[src/rtl/stopwatch_timebase_if.sv]
// Signal bundle between the stopwatch control FSM and the timebase datapath.
// The FSM drives the control strobes; the timebase returns both time values
// plus its tick/rollover pulses.
interface stopwatch_timebase_if;
    logic        en;
    logic        clear;
    logic        write;
    logic [31:0] live_time;
    logic [31:0] saved_time;
    logic        tick;
    logic        rollover;

    // Control side (FSM / testbench)
    modport master (
        output en,
        output clear,
        output write,
        input  live_time,
        input  saved_time,
        input  tick,
        input  rollover
    );

    // Datapath side (stopwatch_timebase)
    modport slave (
        input  en,
        input  clear,
        input  write,
        output live_time,
        output saved_time,
        output tick,
        output rollover
    );
endinterface

[src/rtl/stopwatch_timebase.sv]
// Stopwatch timebase: divides clk down to a centisecond tick, counts elapsed
// time as 8 packed BCD digits {H1,H0,M1,M0,S1,S0,C1,C0} and keeps a lap
// register captured on the FSM write strobe. All outputs are registered.
module stopwatch_timebase #(
    parameter int unsigned CLK_HZ  = 100000000,
    parameter int unsigned TICK_HZ = 100
) (
    input  logic                  clk,
    input  logic                  reset,
    stopwatch_timebase_if.slave   bus
);

    localparam int unsigned DIV = CLK_HZ / TICK_HZ;
    localparam int unsigned PW  = (DIV > 1) ? $clog2(DIV) : 1;
    localparam logic [PW-1:0] PRESC_LAST = PW'(DIV - 1);

    // Highest legal value of each digit; also the value that wraps to zero.
    localparam logic [31:0] DIGIT_MAX = 32'h9959_5999;

    logic [PW-1:0] presc_q, presc_d;
    logic [31:0]   live_q,  live_d;
    logic [31:0]   saved_q;
    logic          tick_q,  tick_d;
    logic          roll_q,  roll_d;

    logic [31:0]   live_inc;
    logic          carry;

    // BCD increment of the running time by one centisecond, ripple carry
    // from C0 upward; carry out of H1 means the 99:59:59.99 wrap.
    always_comb begin
        live_inc = live_q;
        carry    = 1'b1;
        for (int unsigned i = 0; i < 8; i++) begin
            if (carry) begin
                if (live_q[i*4 +: 4] >= DIGIT_MAX[i*4 +: 4]) begin
                    live_inc[i*4 +: 4] = 4'd0;
                end else begin
                    live_inc[i*4 +: 4] = live_q[i*4 +: 4] + 4'd1;
                    carry              = 1'b0;
                end
            end
        end
    end

    // Next-state for prescaler, running time and pulses; clear beats en/tick.
    always_comb begin
        presc_d = presc_q;
        live_d  = live_q;
        tick_d  = 1'b0;
        roll_d  = 1'b0;
        if (bus.clear) begin
            presc_d = '0;
            live_d  = '0;
        end else if (bus.en) begin
            if (presc_q == PRESC_LAST) begin
                presc_d = '0;
                tick_d  = 1'b1;
                live_d  = live_inc;
                roll_d  = carry;
            end else begin
                presc_d = presc_q + 1'b1;
            end
        end
    end

    // State registers; the lap register samples the pre-edge running time.
    always_ff @(posedge clk or posedge reset) begin
        if (reset) begin
            presc_q <= '0;
            live_q  <= '0;
            saved_q <= '0;
            tick_q  <= 1'b0;
            roll_q  <= 1'b0;
        end else begin
            presc_q <= presc_d;
            live_q  <= live_d;
            tick_q  <= tick_d;
            roll_q  <= roll_d;
            if (bus.write) begin
                saved_q <= live_q;
            end
        end
    end

    assign bus.live_time  = live_q;
    assign bus.saved_time = saved_q;
    assign bus.tick       = tick_q;
    assign bus.rollover   = roll_q;

endmodule

[src/flat_wrapper.sv]
// flat-port wrapper written by rule: the top's interface ports become plain ports
module stopwatch_timebase_flat 
#(
    parameter int unsigned CLK_HZ  = 100000000,
    parameter int unsigned TICK_HZ = 100
)
  (clk, reset, bus_en, bus_clear, bus_write, bus_live_time, bus_saved_time, bus_tick, bus_rollover);
  stopwatch_timebase_if bus_i ();
  input  logic clk;
  input  logic reset;
  input wire logic [$bits(bus_i.en)-1:0] bus_en;
  input wire logic [$bits(bus_i.clear)-1:0] bus_clear;
  input wire logic [$bits(bus_i.write)-1:0] bus_write;
  output wire logic [$bits(bus_i.live_time)-1:0] bus_live_time;
  output wire logic [$bits(bus_i.saved_time)-1:0] bus_saved_time;
  output wire logic [$bits(bus_i.tick)-1:0] bus_tick;
  output wire logic [$bits(bus_i.rollover)-1:0] bus_rollover;
  assign bus_i.en = bus_en;
  assign bus_i.clear = bus_clear;
  assign bus_i.write = bus_write;
  assign bus_live_time = bus_i.live_time;
  assign bus_saved_time = bus_i.saved_time;
  assign bus_tick = bus_i.tick;
  assign bus_rollover = bus_i.rollover;
  stopwatch_timebase #(.CLK_HZ(CLK_HZ), .TICK_HZ(TICK_HZ)) u_core (.clk(clk), .reset(reset), .bus(bus_i));
endmodule
[config.mk]
export PLATFORM = sky130hd
export DESIGN_NAME = stopwatch_timebase_flat
export DESIGN_NICKNAME = d
export VERILOG_FILES = /design/src/rtl/stopwatch_timebase_if.sv /design/src/rtl/stopwatch_timebase.sv /design/src/flat_wrapper.sv
export SDC_FILE = /design/constraint.sdc
export NUM_CORES = 1
export LEC_CHECK = 0
export ABC_AREA = 1
export BUFFER_PORTS_ARGS = -buffer_cell sky130_fd_sc_hd__buf_2
export CELL_PAD_IN_SITES_DETAIL_PLACEMENT = 1
export CELL_PAD_IN_SITES_GLOBAL_PLACEMENT = 1
export CORE_ASPECT_RATIO = 0.5
export CORE_MARGIN = 2
export CORE_UTILIZATION = 35
export CTS_CLUSTER_SIZE = 14
export DETAILED_ROUTE_END_ITERATION = 8
export PLACE_DENSITY = 0.75
export SYNTH_ARGS = -nofsm -noshare
export SYNTH_HDL_FRONTEND = slang
export SYNTH_SLANG_ARGS = --single-unit
[constraint.sdc]
create_clock -name clk -period 4.08 [get_ports clk]
set_input_delay 0 -clock clk [delete_from_list [all_inputs] [get_ports clk]]
set_output_delay 0 -clock clk [all_outputs]
set_load 0.03 [all_outputs]
==> impl_metrics.env <==
export IMPL_grt_overflow=0
export IMPL_status="complete, no violations"
export IMPL_start_util_pct=36.1
export IMPL_wl_per_cell_microns=15.4
export IMPL_synth_distinct_cells=29
export IMPL_fin_hold_ws_ns=0.144
export IMPL_ant_nets=0
export IMPL_whs_path_depth=4
export IMPL_p_per_area_nw_per_um2=370
export IMPL_die_x_microns=166
export IMPL_max_slew_margin_pct=29.8
export IMPL_grt_max_degree=61
export IMPL_p_leak_nw=2.87
export IMPL_htree_levels=3
export IMPL_syn_cell_area_sq_um=4610
export IMPL_antenna_found_initial=0
export IMPL_layout_common_cells="nand2_1 (115), dfrtp_1 (86), nor2_1 (84), buf_2 (70), inv_1 (67)"
export IMPL_synthCells=569
export IMPL_route_detailed_drc=0
export IMPL_cp_slowest_cell="dfrtp_1"
export IMPL_synth_seq_area_share_pct=46.7
export IMPL_final_cells=816
export IMPL_synth_largest_area_cell="dfrtp_1"
export IMPL_dr_pass1_iters=4
export IMPL_cts_inserted_buffers=9
export IMPL_setup_viol=0
export IMPL_hp_class="input pin to flip-flop"
export IMPL_crit_top_cell="nand2_1"
export IMPL_drv_cap=0
export IMPL_viasPerCell=4.95
export IMPL_min_to="u_core.presc_q[18]"
export IMPL_die_area_sq_um=14100
export IMPL_max_freq_mhz=437
export IMPL_tightest_slew_ns=1.05
export IMPL_total_power_mw=2.02
export IMPL_cts_tree="yes"
export IMPL_dpl_cell_count=799
export IMPL_worstReg2RegEnd="u_core.bus.live_time[28]"
export IMPL_cpPeakStageDelay_ns=0.54
export IMPL_grt_pass1_vias=4254
export IMPL_layout_commonest_cell="nand2_1"
export IMPL_finalCritPeriodShare_pct=56.1
export IMPL_synth_top_area_share_pct=46.7
export IMPL_rsz0062_at_grt="false"
export IMPL_synth_seq_cells=86
export IMPL_grt_pass1_wl_mm=21.3
export IMPL_grt_usage_pct=18.6
export IMPL_crit_chain="inv_1 > ha_1 > nand2_1 > nand2_1 > nor2_2 > nand3_1 > nor2_4 > nand2_1 > nand3_1 > nand2_1"
export IMPL_critPathArrivalTime_ns=2.53
export IMPL_critPathCaptureType="flip-flop"
export IMPL_critPathRequiredTime_ns=4.32
export IMPL_ir_drop_uv=199
export IMPL_fp_coreArea_sq_um=12800
export IMPL_syn2layout_area_growth_pct=18.7
export IMPL_nFillCells=1576
export IMPL_place_ws_ns=1.80
export IMPL_post_cts_resized=0
export IMPL_worstHoldStart="bus_clear"
export IMPL_synth_avg_cell_area_sq_um=8.09
export IMPL_start_kind="flip-flop"
export IMPL_fin_setup_tns_ns=0
export IMPL_clk_latency_ns=0.35
export IMPL_nets=672
export IMPL_drtIter0Drc=189
export IMPL_setup_ws_ns=1.79
export IMPL_cts_sinks=86
export IMPL_path_class="flip-flop to flip-flop"
export IMPL_insertedDiodeCount=0
export IMPL_numPortBuffers=70
export IMPL_num_vias=4036
export IMPL_fin_crit_ns=2.29
export IMPL_path_clk_slew_ns=0.07
export IMPL_die_y_microns=85.1
export IMPL_regToRegStartpoint="u_core.bus.live_time[0]"
export IMPL_yosys_warnings=0
export IMPL_seq_area_sq_um=2150
export IMPL_dp_hpwl_mm=9.00
export IMPL_cts_path_max_buffers=2
export IMPL_reg2reg_depth=10
export IMPL_io_pins=71
export IMPL_final_hold_violation_count=0
export IMPL_multi_input_area_sq_um=2130
export IMPL_rows=29
export IMPL_slew_viol_final=0
export IMPL_cts_root_buf="clkbuf_16"
export IMPL_synthTopCellsByArea="dfrtp_1 (47%), nand2_1 (9.4%), nor2_1 (6.8%)"
export IMPL_regToRegSetupSlack_ns=1.79
export IMPL_drive_gt1_share_pct=17.0
export IMPL_syn_num_nets=599
export IMPL_gp_congestion=0.855
export IMPL_skew_ns=0.0101
export IMPL_wl_mm=12.5
export IMPL_critPathMaxFanout=12
## sequential cells by signal, summed over array words and instances, names as in the netlist
signal	flops
u_core.bus.live_time	32
u_core.bus.rollover	1
u_core.bus.saved_time	32
u_core.presc_q	20
u_core.bus.tick	1
## timing repair
| action | CTS | global route |
|---|---|---|
| setup buffers | 0 | 0 |
| hold buffers | 2 | 0 |
| hold endpoints to repair | 60 | 0 |
## cell usage after synthesis
| cell type | n |
|---|---|
| nor2_2 | 7 |
| o21ai_1 | 5 |
| xor2_1 | 17 |
| mux2_2 | 7 |
| or2_2 | 1 |
| buf_6 | 1 |
| nor3b_1 | 3 |
| nand2_2 | 2 |
| nor3_1 | 7 |
| nand4_1 | 20 |
| nand3_1 | 58 |
| nor2_1 | 84 |
| buf_2 | 3 |
| nand2_1 | 115 |
| a31oi_1 | 1 |
| buf_4 | 1 |
| inv_2 | 3 |
| xnor2_1 | 3 |
| dfrtp_1 | 86 |
| clkbuf_1 | 6 |
| o22ai_1 | 1 |
| nor2_4 | 1 |
| a21oi_1 | 29 |
| buf_1 | 1 |
| and3_1 | 1 |
| nand3_4 | 1 |
| o21ai_0 | 12 |
| ha_1 | 25 |
| inv_1 | 68 |
## power breakdown
| group | internal (mW) | leakage, nW | switching, mW |
|---|---|---|---|
| clock network | 0.552 | 0.159 | 0.356 |
| registers | 0.883 | 1.15 | 0.0253 |
| logic | 0.0544 | 1.55 | 0.152 |
## area by class of cell
type / count / share of cell area [%]
well taps: 170 / 3.89
clock inverters: 5 / 1.51
clock buffers: 10 / 4.37
flip-flops and latches: 86 / 39.4
repair buffers: 74 / 7.05
multi-input cells: 400 / 38.9
inverters: 71 / 4.90
## metal layers
metal,share of wire [%],GRT usage (%),vias to the layer above
met5,0,0,-
met4,1.5,5.41,0
met3,2.9,3.92,14
met2,48,32.2,57
met1,47,23.8,1987
li1,-,-,1978
## worst max-delay path by stage
stage	start	endpoint	slack (ns)
after floorplan	reset	u_core.bus.live_time[0]	1.86
after global placement	u_core.bus.live_time[0]	u_core.bus.live_time[31]	1.89
after detailed placement	u_core.bus.live_time[0]	u_core.bus.live_time[28]	1.80
after CTS	u_core.bus.live_time[0]	u_core.bus.live_time[28]	1.78
after global routing	u_core.bus.live_time[0]	u_core.bus.live_time[31]	1.57
final	u_core.bus.live_time[0]	u_core.bus.live_time[28]	1.79
## metrics by stage
stage | instance area, sq um | util [%]
floorplan | 4610 | -
global placement | 5120 | 40.1
detailed placement | 5120 | 40.1
CTS | 5470 | 42.8
global route | 5470 | 42.8
finish | 5470 | 42.8
## kinds of logic after synthesis
logic type / Yosys count / synth area share, %
muxes: 7 / 1.71
DFF: 86 / 46.7
and+or+nand+nor: 300 / 28.6
adders and majority gates: 25 / 6.79
AOI/OAI and AO/OA: 48 / 5.27
xor gates and xnor gates: 20 / 3.80
buffers and inverters: 83 / 7.09
## critical path: cells and delay by family (launching register included)
family | cells | cell delay [ns]
fa+ha+maj | 1 | 0.22
buf+inv | 1 | 0.13
flops | 1 | 0.54
simple gates | 8 | 1.28
(Power assumes the default switching activity.)
